File: src/rtl/pipe_pkg.sv
// Shared types and constants for the pipeline boundary register (pipe_stage_reg).
package pipe_pkg;

  typedef enum logic [1:0] {
    ST_EMPTY = 2'd0,
    ST_VALID = 2'd1,
    ST_HELD  = 2'd2
  } pipe_state_e;

  localparam logic STOP   = 1'b1;
  localparam logic NOSTOP = 1'b0;

  localparam int unsigned PIPE_PAYLOAD_W = 145;
  localparam logic [PIPE_PAYLOAD_W-1:0] PIPE_NOP_PAYLOAD = '0;

endpackage

File: src/rtl/pipe_lane_reg.sv
// One payload lane of the pipeline boundary register: valid bit, payload and,
// when PIPE_STAGE_PARITY_EN is defined, a stored even-parity bit with a registered error flag.
module pipe_lane_reg #(
  parameter int unsigned PAYLOAD_W = 145,
  parameter logic [PAYLOAD_W-1:0] NOP_PAYLOAD = '0
) (
  input  logic                 clk,
  input  logic                 rst,
  input  logic                 flush_i,
  input  logic                 bubble_i,
  input  logic                 load_i,
  input  logic                 valid_i,
  input  logic [PAYLOAD_W-1:0] payload_i,
  output logic                 valid_o,
  output logic [PAYLOAD_W-1:0] payload_o,
  output logic                 parity_err_o
);

  logic                 valid_q, valid_d;
  logic [PAYLOAD_W-1:0] payload_q, payload_d;

  // Flush and bubble both drop the lane to a NOP; anything else that is not a load holds.
  always_comb begin
    valid_d   = valid_q;
    payload_d = payload_q;
    if (flush_i || bubble_i) begin
      valid_d   = 1'b0;
      payload_d = NOP_PAYLOAD;
    end else if (load_i) begin
      valid_d   = valid_i;
      payload_d = valid_i ? payload_i : NOP_PAYLOAD;
    end
  end

  always_ff @(posedge clk or negedge rst) begin
    if (!rst) begin
      valid_q   <= 1'b0;
      payload_q <= NOP_PAYLOAD;
    end else begin
      valid_q   <= valid_d;
      payload_q <= payload_d;
    end
  end

  assign valid_o   = valid_q;
  assign payload_o = payload_q;

`ifdef PIPE_STAGE_PARITY_EN
  logic parity_q, parity_d;
  logic parityErr_q, parityErr_d;

  // The error flag compares against the stored word one cycle late, so it is registered.
  always_comb begin
    parity_d = parity_q;
    if (flush_i || bubble_i) begin
      parity_d = ^NOP_PAYLOAD;
    end else if (load_i) begin
      parity_d = ^payload_i;
    end
    parityErr_d = flush_i ? 1'b0 : (valid_q && (parity_q != ^payload_q));
  end

  always_ff @(posedge clk or negedge rst) begin
    if (!rst) begin
      parity_q    <= ^NOP_PAYLOAD;
      parityErr_q <= 1'b0;
    end else begin
      parity_q    <= parity_d;
      parityErr_q <= parityErr_d;
    end
  end

  assign parity_err_o = parityErr_q;
`else
  assign parity_err_o = 1'b0;
`endif

endmodule

File: src/rtl/pipe_stage_reg.sv
// Parametrised pipeline boundary register with occupancy FSM, hold counter and delay-slot flags.
// Optional per-lane parity checking is enabled by defining PIPE_STAGE_PARITY_EN.
module pipe_stage_reg
  import pipe_pkg::*;
#(
  parameter int unsigned PAYLOAD_W = PIPE_PAYLOAD_W,
  parameter int unsigned LANES     = 1,
  parameter int unsigned STALL_W   = 6,
  parameter int unsigned STAGE     = 2,
  parameter logic [PAYLOAD_W-1:0] NOP_PAYLOAD = PAYLOAD_W'(PIPE_NOP_PAYLOAD),
  parameter int unsigned CNT_W     = 8
) (
  input  logic                       clk,
  input  logic                       rst,
  input  logic [STALL_W-1:0]         stall,
  input  logic                       flush,
  input  logic [LANES-1:0]           in_valid,
  input  logic [LANES*PAYLOAD_W-1:0] in_payload,
  input  logic                       id_is_in_delayslot,
  input  logic                       next_inst_in_delayslot_i,
  output logic [LANES-1:0]           out_valid,
  output logic [LANES*PAYLOAD_W-1:0] out_payload,
  output logic                       ex_is_in_delayslot,
  output logic                       is_in_delayslot_o,
  output logic [1:0]                 state_o,
  output logic [CNT_W-1:0]           hold_cnt_o,
  output logic [LANES-1:0]           parity_err_o
);

  generate
    if (STAGE + 2 > STALL_W) begin : gBadStage
      $error("pipe_stage_reg: STAGE must be <= STALL_W-2");
    end
  endgenerate

  pipe_state_e       state_q, state_d;
  logic [CNT_W-1:0]  holdCnt_q, holdCnt_d;
  logic              exDs_q, exDs_d;
  logic              isDs_q, isDs_d;
  logic              doFlush, doBubble, doLoad;
  logic              unusedStall;

  // Only the producer and consumer stall bits matter here.
  assign unusedStall = ^stall;
  assign doFlush  = flush;
  assign doBubble = !flush && (stall[STAGE] == STOP) && (stall[STAGE+1] == NOSTOP);
  assign doLoad   = !flush && (stall[STAGE] == NOSTOP);

  // Priority flush > bubble > load > hold; the unreachable encoding falls back to EMPTY.
  always_comb begin
    state_d = state_q;
    exDs_d  = exDs_q;
    isDs_d  = isDs_q;
    if (doFlush) begin
      state_d = ST_EMPTY;
      exDs_d  = 1'b0;
      isDs_d  = 1'b0;
    end else if (doBubble) begin
      state_d = ST_EMPTY;
      exDs_d  = 1'b0;
    end else if (doLoad) begin
      state_d = (|in_valid) ? ST_VALID : ST_EMPTY;
      exDs_d  = id_is_in_delayslot;
      isDs_d  = next_inst_in_delayslot_i;
    end else begin
      case (state_q)
        ST_VALID, ST_HELD: state_d = ST_HELD;
        default:           state_d = ST_EMPTY;
      endcase
    end
    holdCnt_d = '0;
    if (state_d == ST_HELD) begin
      holdCnt_d = (holdCnt_q == {CNT_W{1'b1}}) ? holdCnt_q : holdCnt_q + CNT_W'(1);
    end
  end

  always_ff @(posedge clk or negedge rst) begin
    if (!rst) begin
      state_q   <= ST_EMPTY;
      holdCnt_q <= '0;
      exDs_q    <= 1'b0;
      isDs_q    <= 1'b0;
    end else begin
      state_q   <= state_d;
      holdCnt_q <= holdCnt_d;
      exDs_q    <= exDs_d;
      isDs_q    <= isDs_d;
    end
  end

  assign state_o            = state_q;
  assign hold_cnt_o         = holdCnt_q;
  assign ex_is_in_delayslot = exDs_q;
  assign is_in_delayslot_o  = isDs_q;

  generate
    for (genvar i = 0; i < LANES; i++) begin : gLane
      pipe_lane_reg #(
        .PAYLOAD_W  (PAYLOAD_W),
        .NOP_PAYLOAD(NOP_PAYLOAD)
      ) uLane (
        .clk         (clk),
        .rst         (rst),
        .flush_i     (doFlush),
        .bubble_i    (doBubble),
        .load_i      (doLoad),
        .valid_i     (in_valid[i]),
        .payload_i   (in_payload[i*PAYLOAD_W +: PAYLOAD_W]),
        .valid_o     (out_valid[i]),
        .payload_o   (out_payload[i*PAYLOAD_W +: PAYLOAD_W]),
        .parity_err_o(parity_err_o[i])
      );
    end
  endgenerate

endmodule

File: config.mk
export PLATFORM = sky130hd
export DESIGN_NAME = pipe_stage_reg
export DESIGN_NICKNAME = d
export VERILOG_FILES = /design/src/rtl/pipe_pkg.sv /design/src/rtl/pipe_lane_reg.sv /design/src/rtl/pipe_stage_reg.sv
export SDC_FILE = /design/constraint.sdc
export NUM_CORES = 1
export LEC_CHECK = 0
export ABC_AREA = 1
export ABC_CLOCK_PERIOD_IN_PS = 1300
export CAP_MARGIN = 20
export CORE_MARGIN = 2
export CORE_UTILIZATION = 36
export CTS_CLUSTER_DIAMETER = 60
export CTS_CLUSTER_SIZE = 25
export DETAILED_ROUTE_END_ITERATION = 10
export GPL_ROUTABILITY_DRIVEN = 0
export PLACE_DENSITY = 0.74
export SLEW_MARGIN = 10
export SYNTH_ARGS = -nofsm -noshare
export SYNTH_HDL_FRONTEND = slang
export SYNTH_SLANG_ARGS = --single-unit
File: constraint.sdc
create_clock -name clk -period 1.3 [get_ports clk]
set_clock_uncertainty 0.05 [all_clocks]
set_input_delay 0.195 -clock clk [delete_from_list [all_inputs] [get_ports clk]]
set_output_delay 0.195 -clock clk [all_outputs]
set_load 0.01 [all_outputs]
==> out/metrics.cfg <==
[global_routing]
use_met3_pct=5.18
overflow=0
top_usage_layer=met2
antenna_found_initial=0
grt_util_met2_pct=34.0
grt_usage_pct=20.6
grt_pass1_wl_um=29200
grt_pass1_vias=5582
grt_max_degree=52
use_met1_pct=25.3

[clock_tree]
worstSkewPairLatency_ns=0.41
cts_tree=done
cts_root_buf=clkbuf_16
clk_path_buf_depth=2
cts_made_buffers=17
clkSlewWorstSetupHoldPaths_ns=0.06
cts.sinks=158
cts-htree-levels=4

[yosys]
synth_top_cell_by_area=dfrtp_1
synth_common_cells=nand2_1, dfrtp_1, nand3_1
postSynthAreaPerCell_sq_um=8.84
synth-seq-cells=158
synthCells=699
syn_nets=857
synth_edf_count=0
synth-seq-area-share_pct=64.0
ys.warnings.count=0
netlist_area_sq_um=6180
synth-main-ff-cell=dfrtp_1
synth_top_area_share_pct=64.0
yosys-top-cells-area=dfrtp_1, nand2_1, buf_6
post-synth-top-count-cell=nand2_1
async_reset_ff_share_pct=100
ys_types=18

[power_and_ir_drop]
irDropWorstVdd_uv=833
power.density_nw_per_um2=1140
leakagePower_nw=5.48
power_mw=11.0

[final_layout]
multi_input_area_sq_um=1930
fin_area_sq_um=9620
area_growth_pct=55.7
drive_gt1_share_pct=23.4
fin_nets=1198
num_antenna_cells=0
fill_cells=1561
ff_latch_area_sq_um=3950

[setup_path]
worstSetupPathType=reg -> out
arrival_ns=1.07
start_kind=flop
path_max_fanout=3
endpoint_kind=output port
critPathRequiredTime_ns=1.05

[timing]
rsz0062_at_grt=yes
final-max-slew-violation-count=0
layout_min_cycle_time_ns=1.31
finalSetupViolCount=1
setup_tns_ns=-0.0113
worst_hold_slack_ns=0.200
fin_ws_ns=-0.0113
fmax_mhz=763
min_period_over_period_pct=101
hold_viol=0

[placed_design]
dpl_cell_area_sq_um=9590
portBuffers=310
dp_hpwl_um=13400

[drt]
drt_iter0_markers=325
wl_um=19000
vias=5710
drt-pass1-iter-count=4
ant_nets=0
detail_route.vias_per_cell=4.49
drc=0
detail_route.wl_per_cell_um=14.9

[floorplan]
ios=316
die_x_um=135
die_h_um=135
die-area_sq_um=18200
row_count=47
design.core.area_sq_um=16700
initial_core_util_pct=37.0

[status]
violations=setup timing
status=complete, but fails checks

[hold_path]
worstHoldPathType=in -> async

[run]
maxCapViolations=0

## cell usage in the layout (no fill, tap or decap), types with 3 or more instances in the layout
cell | synthesis | layout
nand3_1 | 13 | 13
buf_2 | 11 | 108
inv_6 | 0 | 5
nor2_2 | 1 | 3
buf_12 | 0 | 9
dfrtp_1 | 158 | 158
clkbuf_16 | 0 | 17
buf_4 | 10 | 35
clkbuf_2 | 0 | 38
inv_1 | 11 | 9
nor2_1 | 9 | 7
clkdlybuf4s50_1 | 0 | 151
clkdlybuf4s15_2 | 0 | 9
nand2_2 | 0 | 4
buf_6 | 12 | 3
clkinv_4 | 0 | 4
nand2_1 | 464 | 460
## per-layer routing
metal	up-vias	wire, um
met1	2675	7680
met3	44	1210
met5	-	0
met2	204	9460
li1	2787	-
met4	0	658
## area by class of cell
class	count	share of cell area, %
Timing Repair Buffer	356	29.6
Clock buffer	19	4.71
Sequential cell	158	41.1
Clock inverter	13	1.08
Inverter	12	0.520
Multi-Input combinational cell	495	20.1
Tap cell	220	2.86
## metrics by stage
stage	setup WS [ns]	util, %	cells
after floorplan	0.0418	-	699
after global placement	-0.313	57.4	1220
after detailed placement	-0.314	57.4	1220
after CTS	0.0000957	60.2	1263
after global routing	-0.0396	57.6	1273
final	-0.0113	57.6	1273
## worst paths after layout
| kind | from | end | slack, ns | depth (start not counted) |
|---|---|---|---|---|
| max | hold_cnt_o[1] | hold_cnt_o[1] | -0.01 | 2 |
| min | rst | gLane[0].uLane.payload_o[57] | 0.20 | 2 |
| max reg2reg | hold_cnt_o[1] | hold_cnt_o[4] | 0.06 | 6 |
| min reg2reg | gLane[0].uLane.valid_o | gLane[0].uLane.valid_o | 0.42 | 2 |
| max in group asynchronous | rst | gLane[0].uLane.payload_o[142] | 0.49 | 3 |
| min in group clk | in_payload[0] | gLane[0].uLane.payload_o[0] | 0.25 | 3 |
## cells by family (layout without fill, tap and decap cells)
logic type | after synthesis | in the layout | share of synthesized area, %
compound gates | 4 | 4 | 0.506
xor+xnor | 1 | 1 | 0.142
fa+ha+maj | 1 | 1 | 0.203
buf+inv | 46 | 400 | 5.08
flops | 158 | 158 | 64.0
other cells | 1 | 1 | 0.0607
simple gates | 488 | 488 | 30.0
## power by group
| group | switching, mW | total, mW | internal (mW) | leakage (nW) |
|---|---|---|---|---|
| clock | 2.11 | 4.69 | 2.58 | 0.271 |
| combinational | 0.519 | 1.16 | 0.641 | 3.04 |
| sequential | 0.0802 | 5.14 | 5.06 | 2.16 |
## repair_timing
action	CTS	global route
resized for setup	489	103
hold endpoints to repair	158	0
endpoints found under the setup margin	162	105
setup buffers	10	10
cloned	0	0
pin swaps	1	1
hold buffers	1	0
## state kept, by name, indices dropped and copies added (netlist names)
name	count
is_in_delayslot_o	1
gLane.uLane.valid_o	1
hold_cnt_o	8
ex_is_in_delayslot	1
gLane.uLane.payload_o	145
state_o	2
## critical path, cell delays in order, from the launching register on
cell and delay, ns:
dfrtp_1 0.41, buf_6 0.13, buf_6 0.11
(Power assumes the default switching activity.)
